$ cat config.mk
export PLATFORM = sky130hd
export DESIGN_NAME = i2s_slave
export DESIGN_NICKNAME = d
export VERILOG_FILES = /design/src/rtl/i2s_slave.sv
export SDC_FILE = /design/constraint.sdc
export NUM_CORES = 1
export LEC_CHECK = 0
export BUFFER_PORTS_ARGS = -buffer_cell sky130_fd_sc_hd__buf_2
export CAP_MARGIN = 20
export CORE_ASPECT_RATIO = 0.7
export CORE_MARGIN = 2
export CORE_UTILIZATION = 52
export DETAILED_ROUTE_END_ITERATION = 6
export PLACE_DENSITY = 0.77
export SLEW_MARGIN = 20
export SYNTH_ARGS = -nofsm -noshare
export SYNTH_HDL_FRONTEND = slang
export SYNTH_SLANG_ARGS = --single-unit
$ cat constraint.sdc
create_clock -name clk -period 2.46 [get_ports clk]
set_input_delay 0.123 -clock clk [delete_from_list [all_inputs] [get_ports clk]]
set_output_delay 0.123 -clock clk [all_outputs]
set_load 0.01 [all_outputs]
$ cat src/rtl/i2s_slave.sv
// Philips I2S slave: receives left/right words on sdi and transmits on sdo,
// with sck/ws/sdi sampled in the clk domain through 2-flop synchronizers.
module i2s_slave #(
  parameter int DATA_WIDTH = 24
) (
  input  logic                  clk,
  input  logic                  rst,
  input  logic                  sck,
  input  logic                  ws,
  input  logic                  sdi,
  output logic                  sdo,
  input  logic [DATA_WIDTH-1:0] data_send_left,
  input  logic [DATA_WIDTH-1:0] data_send_right,
  output logic [DATA_WIDTH-1:0] data_recv_left,
  output logic [DATA_WIDTH-1:0] data_recv_right,
  output logic                  recv_valid_left,
  output logic                  recv_valid_right
);

  localparam int CW = $clog2(DATA_WIDTH + 1);

  logic                  sck_s1, sck_s2, sck_d;
  logic                  ws_s1, ws_s2;
  logic                  sdi_s1, sdi_s2;
  logic                  sck_rise, sck_fall;

  logic                  ws_prev, primed, locked, load_pending;
  logic [DATA_WIDTH-1:0] rx_shreg, tx_shreg, tx_hold;
  logic [CW-1:0]         rx_cnt, tx_cnt;

  logic [DATA_WIDTH-1:0] rx_shreg_nx, commit_word;
  logic [CW-1:0]         rx_cnt_nx;
  logic                  ws_change;

  assign sck_rise = sck_s2 & ~sck_d;
  assign sck_fall = ~sck_s2 & sck_d;

  // NOTE: every always_comb output gets a default first, so no path can infer a latch.
  always_comb begin
    rx_shreg_nx = rx_shreg;
    rx_cnt_nx   = rx_cnt;
    if (rx_cnt < CW'(DATA_WIDTH)) begin
      rx_shreg_nx = {rx_shreg[DATA_WIDTH-2:0], sdi_s2};
      rx_cnt_nx   = rx_cnt + CW'(1);
    end
    // Left-justify a short slot so the missing LSBs read as zero.
    commit_word = rx_shreg_nx << (CW'(DATA_WIDTH) - rx_cnt_nx);
    // primed masks the first rise after reset, which only loads ws_prev.
    ws_change   = sck_rise && primed && (ws_s2 != ws_prev);
  end

  // NOTE: sequential state uses non-blocking assignments so every register samples pre-edge values.
  always_ff @(posedge clk) begin
    if (rst) begin
      // NOTE: all state here is plain registers (no memory arrays), so everything is reset.
      {sck_s1, sck_s2, sck_d} <= '0;
      {ws_s1, ws_s2}          <= '0;
      {sdi_s1, sdi_s2}        <= '0;
      ws_prev                 <= 1'b0;
      primed                  <= 1'b0;
      locked                  <= 1'b0;
      load_pending            <= 1'b0;
      rx_shreg                <= '0;
      rx_cnt                  <= '0;
      tx_shreg                <= '0;
      tx_cnt                  <= '0;
      tx_hold                 <= '0;
      sdo                     <= 1'b0;
      data_recv_left          <= '0;
      data_recv_right         <= '0;
      recv_valid_left         <= 1'b0;
      recv_valid_right        <= 1'b0;
    end else begin
      sck_s1 <= sck;
      sck_s2 <= sck_s1;
      sck_d  <= sck_s2;
      ws_s1  <= ws;
      ws_s2  <= ws_s1;
      sdi_s1 <= sdi;
      sdi_s2 <= sdi_s1;

      recv_valid_left  <= 1'b0;
      recv_valid_right <= 1'b0;

      if (sck_rise) begin
        ws_prev <= ws_s2;
        primed  <= 1'b1;
        if (ws_change) begin
          // The bit sampled at this rise still belongs to the channel that just ended.
          if (locked) begin
            if (ws_prev) begin
              data_recv_right  <= commit_word;
              recv_valid_right <= 1'b1;
            end else begin
              data_recv_left  <= commit_word;
              recv_valid_left <= 1'b1;
            end
          end
          locked       <= 1'b1;
          rx_shreg     <= '0;
          rx_cnt       <= '0;
          tx_hold      <= ws_s2 ? data_send_right : data_send_left;
          load_pending <= 1'b1;
        end else begin
          rx_shreg <= rx_shreg_nx;
          rx_cnt   <= rx_cnt_nx;
        end
      end

      if (sck_fall && locked) begin
        if (load_pending) begin
          sdo          <= tx_hold[DATA_WIDTH-1];
          tx_shreg     <= tx_hold << 1;
          tx_cnt       <= CW'(1);
          load_pending <= 1'b0;
        end else if (tx_cnt < CW'(DATA_WIDTH)) begin
          sdo      <= tx_shreg[DATA_WIDTH-1];
          tx_shreg <= tx_shreg << 1;
          tx_cnt   <= tx_cnt + CW'(1);
        end else begin
          sdo <= 1'b0;
        end
      end
    end
  end

endmodule

==> summary.md, run 1 <==
| Metric | Value |
|---|---|
| Reg2reg start | `rx_cnt[0]` |
| Area grow syn2layout | `26.12%` |
| Number of global-route vias before repair | `5,787` |
| Share of the clock period used by the worst path | `98.79%` |
| Min-delay src | `data_send_left[17]` |
| PortBufs | `103` |
| Hold WS | `around 0.031 ns` |
| Standard-cell rows | `35` |
| Core area | `13,230 um^2` |
| PwrDens | `574.5 nW/um^2` |
| Initial antenna violation count | `0` |
| Fin nets | `between 900 and 1k` |
| Drt via density | `5.847` |
| Synth cell types | `63` |
| Share of post-route cells with drive strength above 1 | `a little over a quarter` |
| DRT antenna net count | `0` |
| Flop2flop setup slack | `around 0.030 ns` |
| CP Launch Type | `register` |
| Peak Freq | `411.5 MHz` |
| Fillers | `approximately 1.0k` |
| Die width | `143.6 um` |
| Clk_skew | `0.008686 ns` |
| Endpoints failing setup | `0` |
| DR DRC count | `0` |
| Hold Path Class | `input pin to register` |
| Diode count | `0` |
| Critical Path RT | `2.80 ns` |
| CP max stage cell | `o311a_2` |
| Max incr delay on CP | `0.41 ns` |
| Die height | `101.7 um` |
| CTS Buf Count | `17` |
| Reg2reg path depth | `9` |
| DP Area | `between 8000 and 9000 um^2` |
| Synth Net Count | `874` |
| Cells after Synth | `between 800 and 900` |
| Outcome | `completed` |
| Final HPWL DP | `12,810 um` |
| Leak Pwr | `around 3.3 nW` |
| Root Driver | `clkbuf_16` |
| Full die area | `14,610 um^2` |
| Clock-pin slew on the worst setup and hold paths | `0.07 ns` |
| Hold depth | `3` |
| Peak VDD IR | `0.0004179 V` |
| Synth Cell Area | `7096 um^2` |
| FF+latch count, synth | `143` |
| CTS max path bufs | `2` |
| First-pass GRT wire length | `approximately 30,000 um` |
| Worst setup startpoint | `rx_cnt[0]` |
| FF-to-FF End | `data_recv_left[17]` |
| Commonest cells post-synth | `nor2_1, dfxtp_1, mux2i_1, a211oi_1` |
| Max Slew Vio Count | `0` |
| Top-area cell type share of the netlist area | `40.35%` |
| Rel. slew slack | `62.27%` |
| Worst Hold End | `tx_hold[17]` |
| Final hold vios | `0` |
| EDFF count, synth | `0` |
| Tot Pwr | `approximately 5 mW` |
| RSZ-0062 raised after global routing | `yes` |
| WL/cell | `16.42 um` |
| Top_reg_cell synth | `dfxtp_1` |
| Syn avg cell area | `8.664 um^2` |
| Worst-Margin Slew | `about 0.57 ns` |
| H-tree depth | `4` |
| Crit-path cells | `ha_4, a21boi_4, o21a_1, nor2_4, clkbuf_16, mux2i_2, nor2_1, o311a_2, a211oi_2` |
| Ys Warns | `0` |
| Largest cells by area after synthesis | `dfxtp_1, mux2i_1, nor2_1` |
| GR Overflow Total | `0` |
| Area leader, netlist | `dfxtp_1` |
| Max-cap violations | `0` |
| Sequential element share of the synthesized area | `40.35%` |
| Number of clock sinks | `143` |
| Initial DRC Count | `about 620` |
| Post-route setup slack | `a little under 0.03 ns` |
| First-pass DRT Iterations | `5` |
| CP arrival | `2.77 ns` |
| CTS tree | `yes` |
| GPL Wtd Cong | `0.9534` |
| Largest net degree at the start of global routing | `56` |
| CP max FO | `6` |
| Fin area | `8949 um^2` |
| Initial Util | `53.65%` |
| Most common cell in the synthesized netlist | `nor2_1` |
| Asr flop ratio synth | `0%` |
| Worst Path Class, Setup | `register to register` |
| Top Ports | `104` |
| CP endpoint kind | `register` |
| Place WS | `-0.04864 ns` |
| Clk_lat worst skew | `~0.42 ns` |
| Final core occ | `between 60% and 70%` |
| Via count | `between 6k and 7k` |
| Final WL | `18,680 um` |
| Min cycle time layout | `2.430 ns` |
| Gr usage total | `25.46%` |
placed cells by master (no fill, tap or decap), drive strengths merged, types with 5 or more instances in the layout:
master      n
a211oi     74
buf       168
a21oi      36
a311oi      8
nor3       14
a22oi      35
o21ai      25
nor2      145
nor2b      12
inv        11
o31ai       6
and2        5
clkbuf     19
mux2        6
nand3      11
nand2b      7
dfxtp     143
o211ai      6
clkinvlp    5
a21boi      5
mux2i      73
and3       15
nand2      49
a211o       9
kinds of logic (layout without fill, tap and decap cells):
| logic type | count (synthesis) | count (layout) | share of synthesized area [%] |
|---|---|---|---|
| xor+xnor | 8 | 8 | 1.358 |
| buf+inv | 72 | 206 | 4.250 |
| fa+ha+maj | 2 | 2 | 0.3526 |
| flops | 143 | 143 | 40.35 |
| simple gates | 279 | 279 | 17.83 |
| mux | 82 | 82 | 12.20 |
| compound gates | 233 | 233 | 23.66 |
through the flow:
stage               setup TNS [ns]  instances
global route               -0.2832       1138
finish                           0       1138
global placement                 0       1101
CTS                              0       1135
floorplan                        0        819
detailed placement         -0.1260       1101
layer usage:
metal	share of wire, %	wire [um]	up-vias	GRT usage, %
li1	-	-	3257	-
met1	49	9205	3124	38.80
met5	0	0	-	0
met4	1.5	285	0	7.240
met3	6.3	1178	27	3.877
met2	43	8015	246	37.14
layout make-up:
type	count	area, um^2	share of cell area (%)
clock buffer	17	425.4	4.754
clock inverter	14	121.4	1.356
inverter	2	7.507	0.08389
multi-input combinational	604	4108	45.90
sequential	143	2870	32.07
tap	185	231.5	2.587
timing repair buffer	173	1185	13.24
critical path, delay by kind of cell (launching register included):
family                   cells  cell delay, ns
AO/OA/AOI/OAI                4            1.02
adder cells (fa/ha/maj)      1            0.25
flip-flops                   1            0.34
buffers and inverters        1            0.21
multiplexers                 1            0.24
AND/OR/NAND/NOR              2            0.29
how the worst max path moves through the flow:
stage,to,slack (ns),cells past startpoint
floorplan,data_recv_left[17],0.04,8
global placement,data_recv_left[20],0.03,9
detailed placement,data_recv_right[20],-0.05,9
CTS,data_recv_right[23],0.006,8
global route,data_recv_right[15],-0.04,9
finish,data_recv_left[17],0.03,9
sequential cells by signal, summed over array words and instances (netlist names), 5 cells and up:
| signal | count |
|---|---|
| data_recv_left | 24 |
| data_recv_right | 24 |
| rx_cnt | 5 |
| rx_shreg | 24 |
| tx_cnt | 5 |
| tx_hold | 24 |
| tx_shreg | 23 |
where the power goes:
group	leakage, nW	total [mW]	switching [mW]	internal, mW
logic	1.92	0.405	0.215	0.190
clock network	0.254	2.41	1.09	1.32
registers	1.16	2.33	0.00587	2.32
repair_timing:
| action | 4_1_cts | 5_1_grt |
|---|---|---|
| gates resized for setup | 4 | 41 |
| gates cloned | 0 | 2 |
| buffers inserted | 0 | 1 |
| pin swaps | 0 | 4 |
| hold endpoints to repair | 3 | 0 |
| setup endpoints to repair | 6 | 40 |
| hold buffers | 3 | 0 |
(Power assumes the default switching activity.)
==> run 2: changes to the inputs <==
--- a/config.mk
+++ b/config.mk
@@ -5,13 +5,14 @@
 export SDC_FILE = /design/constraint.sdc
 export NUM_CORES = 1
 export LEC_CHECK = 0
+export ABC_AREA = 1
 export BUFFER_PORTS_ARGS = -buffer_cell sky130_fd_sc_hd__buf_2
 export CAP_MARGIN = 20
 export CORE_ASPECT_RATIO = 0.7
 export CORE_MARGIN = 2
 export CORE_UTILIZATION = 52
 export DETAILED_ROUTE_END_ITERATION = 6
-export PLACE_DENSITY = 0.77
+export PLACE_DENSITY = 0.76
 export SLEW_MARGIN = 20
 export SYNTH_ARGS = -nofsm -noshare
 export SYNTH_HDL_FRONTEND = slang
==> run 2 against run 1 <==
Against the previous run:
- die area is 2.6% higher
- power hardly changed
- the run now ends with hold timing left
- largest cell class unchanged
- via count is 11% higher
- largest power group unchanged
- register-to-register slack better by 0.24 ns
==> summary.md, run 2 <==
| Metric | Value |
|---|---|
| Number of clock sinks | `about 140` |
| Share of post-route cells with drive strength above 1 | `~17%` |
| Flop2flop setup slack | `0.27 ns` |
| CTS max path bufs | `2` |
| Final WL | `between 15,000 and 20,000 um` |
| WL met2 | `8328 um` |
| Fin area | `8582 um^2` |
| CTS Buf Count | `17` |
| Gr usage total | `about a quarter` |
| Worst Path Class, Setup | `register to register` |
| Peak VDD IR | `0.0004377 V` |
| EDFF count, synth | `0` |
| Core area | `13,780 um^2` |
| Outcome | `finished with violations` |
| Top-area cell type share of the netlist area | `between 30% and 40%` |
| Peak Freq | `456.4 MHz` |
| DP Area | `7844 um^2` |
| Area leader, netlist | `dfxtp_1` |
| Initial antenna violation count | `0` |
| Fin nets | `1,229` |
| Die height | `103.0 um` |
| Most frequent cells in the layout | `nand2_1, dfxtp_1, a21oi_1, nand3_1, buf_2` |
| Largest cells by area after synthesis | `dfxtp_1, nand2_1, a21oi_1` |
| CP max FO | `19` |
| Max-cap violations | `0` |
| Hold Path Class | `input pin to register` |
| Full die area | `~15,000 um^2` |
| Asr flop ratio synth | `0%` |
| Top Ports | `104` |
| Cells after Synth | `about 1.1k` |
| Clock-pin slew on the worst setup and hold paths | `roughly 0.06 ns` |
| Sequential element share of the synthesized area | `39.30%` |
| Met3 Wirelength | `1109 um` |
| CP Launch Type | `register` |
| Die width | `145.5 um` |
| CP endpoint kind | `register` |
| Syn avg cell area | `6.714 um^2` |
| Setup TNS | `0 ns` |
| Ys Warns | `0` |
| Met1 WL | `9605 um` |
| Max Slew Vio Count | `0` |
| Clk_lat worst skew | `0.43 ns` |
| H-tree depth | `4` |
| Final HPWL DP | `13,080 um` |
| Min cycle time layout | `2.191 ns` |
| RSZ-0062 raised after global routing | `no` |
| Standard-cell rows | `36` |
| Top_reg_cell synth | `dfxtp_1` |
| WL/cell | `14.03 um` |
| Synth Cell Area | `7284 um^2` |
| Endpoints failing setup | `0` |
| Leak Pwr | `3.794 nW` |
| Area grow syn2layout | `17.81%` |
| Rel. slew slack | `67.27%` |
| PortBufs | `between 100 and 150` |
| GR Overflow Total | `0` |
| Final hold vios | `2` |
| Share of the clock period used by the worst path | `89.08%` |
| CP arrival | `roughly 2.5 ns` |
| Synth Net Count | `1,140` |
| Drt via density | `5.355` |
| Most common cell in the synthesized netlist | `nand2_1` |
| Diode count | `0` |
| Root Driver | `clkbuf_16` |
| Largest net degree at the start of global routing | `51` |
| Commonest cells post-synth | `nand2_1, dfxtp_1, a21oi_1, nand3_1, o21ai_0` |
| Number of global-route vias before repair | `6,321` |
| Failing checks | `hold timing` |
| Hold WS | `-0.001611 ns` |
| Initial DRC Count | `769` |
| DRT antenna net count | `0` |
| FF+latch count, synth | `around 140` |
| First-pass DRT Iterations | `6` |
| Top layer in use | `met4` |
| Initial Util | `52.85%` |
| Most common cell after layout, fill and taps aside | `nand2_1` |
| GPL Wtd Cong | `0.9280` |
| Worst-Margin Slew | `about 0.5 ns` |
| PwrDens | `~600 nW/um^2` |
| CTS tree | `yes` |
| First-pass GRT wire length | `31,460 um` |
| Critical Path RT | `2.81 ns` |
| Synth cell types | `33` |
| DR DRC count | `0` |
| Via count | `about 7.4k` |
| Clk_skew | `0.01041 ns` |
[run 2: changes by cell type after synthesis, moves of 12 or more]
cell / delta
nand2_1: +277
a31oi_1: +20
nor2b_1: -12
nor2_1: -96
mux2i_1: -73
o21ai_0: +70
and3_1: -15
nor3_1: -12
nand3_1: +110
inv_1: +61
a22oi_1: -35
a21oi_1: +91
a211oi_1: -72
[run 2: cell families after synthesis]
logic type	share of synthesized area, %
and+or+nand+nor	31.86
AOI/OAI and AO/OA	18.74
buffers and inverters	9.138
DFF	39.30
xor gates and xnor gates	0.6184
adders and majority gates	0.3435
[run 2: cell type report]
class	count	area (um^2)
inverter	69	264.0
clock inverter	14	126.4
multi-input combinational	796	3759
clock buffer	17	425.4
timing repair buffer	147	903.4
tap	190	237.7
sequential	143	2867
fill	1309	5201
[run 2: repair_timing]
action	CTS	global route
gates resized for setup	0	5
endpoints found under the setup margin	0	7
hold endpoints to repair	18	0
hold buffers	18	0
setup buffers	0	0
[run 2: where the power goes]
part | total [mW] | switching (mW) | internal [mW]
sequential | 2.33 | 0.00673 | 2.32
combinational | 0.372 | 0.235 | 0.137
clock | 2.43 | 1.12 | 1.32
total | 5.14 | 1.36 | 3.78
[run 2: final timing paths]
check / from / to / depth (start not counted)
hold / removal: data_send_right[1] / tx_hold[1] / 3
setup / recovery: rx_cnt[0] / data_recv_left[23] / 11
setup reg to reg: rx_cnt[0] / data_recv_left[23] / 11
hold reg to reg: sdi_s1 / sdi_s2 / 2
[run 2: metal layers]
metal | GRT usage, % | vias up
li1 | - | 3769
met1 | 37.08 | 3346
met4 | 7.541 | 0
met2 | 39.70 | 222
met5 | 0 | -
met3 | 5.354 | 31
[run 2: worst max-delay path, cell delays in order, from the launching register on]
cell and delay (ns):
dfxtp_2 0.36, ha_1 0.32, nand2_2 0.08, nand2_2 0.09, nor2_4 0.14, nand2_2 0.10
nand2_4 0.11, xor2_4 0.31, inv_4 0.18, nand3_1 0.18, nand2_1 0.10, a21oi_1 0.15
[run 2: stage by stage]
| step | instances | setup WS, ns | utilization [%] | power, mW |
|---|---|---|---|---|
| after floorplan | 1085 | 0.5601 | - | 2.633 |
| after global placement | 1327 | 0.2882 | 56.91 | 2.723 |
| after detailed placement | 1327 | 0.1827 | 56.91 | 2.726 |
| after CTS | 1376 | 0.1647 | 62.22 | 5.148 |
| after global routing | 1376 | 0.05645 | 62.26 | 5.309 |
| final | 1376 | 0.2687 | 62.26 | 5.137 |
